## src/rtl/input_debounce_sync_pkg.sv

```systemverilog
// Shared types and default constants for the input debounce/synchroniser block.
// The optional DEBOUNCE_GLITCH_CNT_EN build uses GLITCH_W for its abort counter.
package debounce_pkg;

  typedef enum logic {
    ST_STABLE  = 1'b0,
    ST_QUALIFY = 1'b1
  } state_t;

  localparam int DEF_SYNC_STAGES   = 2;
  localparam int DEF_STABLE_CYCLES = 16;
  localparam int DEF_CNT_W         = 8;
  localparam int GLITCH_W          = 8;

endpackage

```

## src/rtl/input_debounce_sync_sync_chain.sv

```systemverilog
// Plain SYNC_STAGES-deep flop chain bringing an asynchronous level into the clk
// domain; no logic between stages so each flop gets a full cycle to resolve.
module sync_chain
  import debounce_pkg::*;
#(
  parameter int SYNC_STAGES = DEF_SYNC_STAGES
) (
  input  logic clk,
  input  logic rst,
  input  logic din,
  output logic sync
);

  logic [SYNC_STAGES-1:0] stage_q;

  // NOTE: sequential state uses non-blocking assignments so every flop samples
  // the pre-edge value of its neighbour, which is what makes this a shift register.
  always_ff @(posedge clk) begin
    if (rst) begin
      stage_q <= '0;
    end else begin
      stage_q <= {stage_q[SYNC_STAGES-2:0], din};
    end
  end

  assign sync = stage_q[SYNC_STAGES-1];

endmodule

```

## src/rtl/input_debounce_sync.sv

```systemverilog
// Synchronises and debounces a raw level into a clean dout with rise/fall pulses.
// Define DEBOUNCE_GLITCH_CNT_EN to add a saturating glitch_cnt of aborted candidates.
module input_debounce_sync
  import debounce_pkg::*;
#(
  parameter int SYNC_STAGES   = DEF_SYNC_STAGES,
  parameter int STABLE_CYCLES = DEF_STABLE_CYCLES,
  parameter int CNT_W         = DEF_CNT_W
) (
  input  logic clk,
  input  logic rst,
  input  logic din,
  output logic dout,
  output logic rise,
  output logic fall,
  output logic busy
`ifdef DEBOUNCE_GLITCH_CNT_EN
  ,
  output logic [GLITCH_W-1:0] glitch_cnt
`endif
);

  generate
    if (SYNC_STAGES < 2 || SYNC_STAGES > 4) begin : g_bad_sync
      $error("input_debounce_sync: SYNC_STAGES must be in 2..4");
    end
    if (STABLE_CYCLES < 1 ||
        64'(STABLE_CYCLES) > ((64'd1 << CNT_W) - 64'd1)) begin : g_bad_stable
      $error("input_debounce_sync: STABLE_CYCLES must be 1..2**CNT_W-1");
    end
  endgenerate

  // Last qualifying count; reaching it while still differing commits the edge.
  localparam logic [CNT_W-1:0] CNT_LAST = CNT_W'(STABLE_CYCLES - 1);

  logic             sync;
  state_t           state_q, state_d;
  logic [CNT_W-1:0] cnt_q, cnt_d;
  logic             dout_d, rise_d, fall_d;
  logic             commit;

  sync_chain #(
    .SYNC_STAGES(SYNC_STAGES)
  ) u_sync (
    .clk (clk),
    .rst (rst),
    .din (din),
    .sync(sync)
  );

  // NOTE: every signal written here gets a default first, so no path through
  // the case leaves it unassigned and no latch is inferred.
  always_comb begin
    state_d = state_q;
    cnt_d   = cnt_q;
    dout_d  = dout;
    rise_d  = 1'b0;
    fall_d  = 1'b0;
    commit  = 1'b0;

    unique case (state_q)
      ST_STABLE: begin
        cnt_d = '0;
        if (sync != dout) begin
          if (STABLE_CYCLES == 1) begin
            commit = 1'b1;
          end else begin
            state_d = ST_QUALIFY;
            cnt_d   = CNT_W'(1);
          end
        end
      end
      ST_QUALIFY: begin
        if (sync == dout) begin
          state_d = ST_STABLE;
          cnt_d   = '0;
        end else if (cnt_q == CNT_LAST) begin
          commit = 1'b1;
        end else begin
          cnt_d = cnt_q + 1'b1;
        end
      end
    endcase

    // A commit leaves dout equal to sync, so the next cycle starts settled.
    if (commit) begin
      dout_d  = ~dout;
      rise_d  = ~dout;
      fall_d  = dout;
      state_d = ST_STABLE;
      cnt_d   = '0;
    end
  end

  always_ff @(posedge clk) begin
    if (rst) begin
      state_q <= ST_STABLE;
      cnt_q   <= '0;
      dout    <= 1'b0;
      rise    <= 1'b0;
      fall    <= 1'b0;
      busy    <= 1'b0;
    end else begin
      state_q <= state_d;
      cnt_q   <= cnt_d;
      dout    <= dout_d;
      rise    <= rise_d;
      fall    <= fall_d;
      busy    <= (state_d == ST_QUALIFY);
    end
  end

`ifdef DEBOUNCE_GLITCH_CNT_EN
  logic abort;
  assign abort = (state_q == ST_QUALIFY) && (sync == dout);

  always_ff @(posedge clk) begin
    if (rst) begin
      glitch_cnt <= '0;
    end else if (abort && (glitch_cnt != '1)) begin
      glitch_cnt <= glitch_cnt + 1'b1;
    end
  end
`else
  // Glitch statistics are not built in this configuration.
`endif

endmodule

```

## config.mk

```make
export PLATFORM = sky130hd
export DESIGN_NAME = input_debounce_sync
export DESIGN_NICKNAME = d
export VERILOG_FILES = /design/src/rtl/input_debounce_sync_pkg.sv /design/src/rtl/input_debounce_sync_sync_chain.sv /design/src/rtl/input_debounce_sync.sv
export SDC_FILE = /design/constraint.sdc
export NUM_CORES = 1
export LEC_CHECK = 0
export CAP_MARGIN = 10
export CORE_MARGIN = 1.5
export CORE_UTILIZATION = 25
export DETAILED_ROUTE_END_ITERATION = 10
export GPL_ROUTABILITY_DRIVEN = 1
export GPL_TIMING_DRIVEN = 0
export HOLD_SLACK_MARGIN = 0.03
export REMOVE_ABC_BUFFERS = 1
export SLEW_MARGIN = 25
export SYNTH_ARGS = -nofsm -noshare
export SYNTH_HDL_FRONTEND = slang
export SYNTH_SLANG_ARGS = --single-unit
```

## constraint.sdc

```tcl
create_clock -name clk -period 4.1 [get_ports clk]
set_clock_uncertainty 0.1 [all_clocks]
set_input_delay 0.82 -clock clk [delete_from_list [all_inputs] [get_ports clk]]
set_output_delay 0.82 -clock clk [all_outputs]
set_load 0.02 [all_outputs]
```

==> impl_metrics.yaml <==
status:
  status: "complete, no violations"
global_routing:
  grt_pass1_wl_mm: 1.635
  antenna_found_initial: 0
  grtUsageTotal_pct: 8.524
  grt_max_degree: 13
  grt_remaining_overflow: 0
  grt_pass1_vias: 410
cells_and_area:
  final_nets: 68
  syn_to_final_growth_pct: 21.69
  drive_gt1_share_pct: 12.70
  postLayoutCellArea_um2: 666.9
  diodes: 0
  nFillCells: 205
  fin_cells: 90
  finalCoreUtilization_pct: 32.98
critical_path:
  timing.critical_path.to_type: "primary output"
  crit_chain: "clkdlybuf4s50_1"
  critical-path-top-delay-family: "buffers and inverters"
  cp_slowest_cell: "clkdlybuf4s50_1"
  worstReg2RegEnd: "rise"
  cp_num_buf_inv: 1
  rr_worst_depth: 4
  r2r_start: "cnt_q[0]"
  crit_arrival_ns: 1.30
  critPathKind: "register to primary output"
  reg2reg_setup_slack_ns: 2.53
  worst-path-max-fanout: 5
  cp.required_ns: 3.18
  cp-start-kind: "register"
  slowest_delay_ns: 0.63
logic_synthesis:
  synth_fa_ha_area_share_pct: 2.283
  syn_area_per_cell_um2: 10.15
  synth_xor_area_share_pct: 6.393
  synth_area_um2: 548.0
  synth_top_family_by_area: "simple AND/OR/NAND/NOR gates"
  synthMuxAreaShare_pct: 1.826
  synth.distinct_cells: 22
  yosys.area_share.simple_pct: 26.48
  ys_ff_latch: 14
  synth_compound_area_share_pct: 9.132
  synth-seq-area-share_pct: 51.14
  synthCells: 54
  ys_warn_count: 0
floorplan:
  die_w_um: 49.82
  initial_utilization_pct: 27.10
  core_area_um2: 2022
  die_h_um: 49.82
  rows: 16
  die-area_um2: 2482
  io_pins: 7
pwr:
  fin_total_pwr_mw: 0.2419
  ir_drop_mv: 0.2441
  p_int_mw: 0.1944
  p_comb_share_pct: 2.3
  cellPowerDensity_nw_per_um2: 362.7
  leakagePower_nw: 0.2281
  p_sw_mw: 0.04747
  sequentialPowerShare_pct: 57.2
  sw_frac_of_total_pct: 19.62
  clock_power_share_pct: 40.6
placed_design:
  hpwl_um: 622.8
  placed_area_um2: 630.6
  pre_cts_ws_ns: 1.979
  io_buffers: 6
  placed_cells: 86
  place_congestion: 0.6702
clock_tree:
  cts_sinks: 14
  cts_setup_buffers: 0
  cts_root_buf: "clkbuf_4"
  postCtsHoldBufs: 0
  htree_levels: 1
  clk_latency_ns: 0.28
  cts_buffer_depth: 2
  cts_resized: 0
  cts_tree: "built"
  path_clk_slew_ns: 0.08
  cts_made_buffers: 3
detailed_routing:
  wl_per_cell_um: 9.667
  dr.pass1.iters: 2
  drc: 0
  vias: 418
  routed_wl_um: 870
  drt-vias-per-instance: 4.644
  dr.first_iter.drc_count: 3
  ant_nets: 0
hold_path:
  min-delay-start: "u_sync.stage_q[0]"
  hold_path.class: "register to register"
  worstHoldPathCells: 1
  whs_endpoint: "u_sync.stage_q[1]"
sta:
  worstMarginPinSlew_ns: 0.3132
  worst_hold_slack_ns: 0.3484
  slew_violations: 0
  fin_tns_setup_ns: 0
  period_share_pct: 54.18
  relSlewSlack_pct: 79.06
  rsz0062_at_grt: "false"
  finalCriticalPeriod_ns: 2.221
  setup_viol: 0
  setup_slack_ns: 1.879
  fmax_mhz: 450.2
  hold_viol_final: 0
run:
  drv_cap: 0
cell type report:
class                           instances  area [um^2]  share of cell area [%]
Inverter                                1        3.754                  0.5629
Tap cell                               27        33.78                   5.066
Sequential cell                        14        280.3                   42.03
Clock buffer                            4        36.28                   5.441
Multi-Input combinational cell         38        252.7                   37.90
Timing Repair Buffer                    6        60.06                   9.006
layout by cell type (no fill, tap or decap), drive strengths merged:
master	n
and4b	2
xnor2	2
and3	2
xor2	2
nor2	1
clkbuf	4
a211oi	4
nor3b	1
nand4	1
nand2	5
nand3	4
nor2b	2
nor3	3
inv	1
or3	3
dfxtp	14
nor4	1
o21ai	3
clkdlybuf4s50	6
ha	1
mux2i	1
registers in the layout, indices dropped and copies added, names as in the netlist:
| register | cells |
|---|---|
| u_sync.stage_q | 2 |
| fall | 1 |
| rise | 1 |
| cnt_q | 8 |
| dout | 1 |
| state_q | 1 |
routing by layer:
layer	vias up	global-route usage, %	routed length [um]
met5	-	0	0
met4	0	1.389	0
met3	0	4.545	37
met2	7	14.67	425
met1	196	9.363	407
li1	215	-	-
power groups by stage:
| stage | sequential (mW) | combinational (mW) | clock, mW |
|---|---|---|---|
| 6_report | 0.138 | 0.00547 | 0.0982 |
| 2_1_floorplan | 0.142 | 0.00221 | 0 |
| 3_3_place_gp | 0.141 | 0.00543 | 0 |
| 5_1_grt | 0.139 | 0.00618 | 0.109 |
| 4_1_cts | 0.138 | 0.00553 | 0.102 |
| 3_5_place_dp | 0.142 | 0.00548 | 0 |
cells in the mapped netlist:
cell type	number	area, um^2
nor4_1	1	6.260
a211oi_2	1	12.51
nor3_1	3	15.01
dfxtp_1	14	280.3
o21ai_0	3	15.01
and4b_2	1	11.26
and3_2	2	15.01
inv_1	1	3.750
nor2_1	1	3.750
nand2_1	5	18.77
xnor2_1	2	17.52
buf_6	1	11.26
xor2_1	2	17.52
a211oi_1	3	22.52
nand4_1	1	6.260
nand3_1	4	20.02
and4b_1	1	10.01
nor3b_1	1	7.510
ha_1	1	12.51
nor2b_1	2	12.51
or3_1	3	18.77
mux2i_1	1	10.01
worst max-delay path by stage:
stage          from  endpoint  slack (ns)  depth (start not counted)
3_5_place_dp    rst  cnt_q[3]        1.98                          4
6_report       dout      dout        1.88                          1
5_1_grt        dout      dout        1.81                          1
4_1_cts        dout      dout        1.86                          1
2_1_floorplan   rst  cnt_q[1]        2.62                          3
3_3_place_gp    rst  cnt_q[6]        2.00                          4
kinds of logic (layout without fill, tap and decap cells):
logic type	count (synthesis)	in the layout
xor gates and xnor gates	4	4
AOI/OAI and AO/OA	7	7
muxes	1	1
DFF	14	14
buffers and inverters	2	11
and+or+nand+nor	25	25
adders and majority gates	1	1
Power figures use the tool's default switching activity.
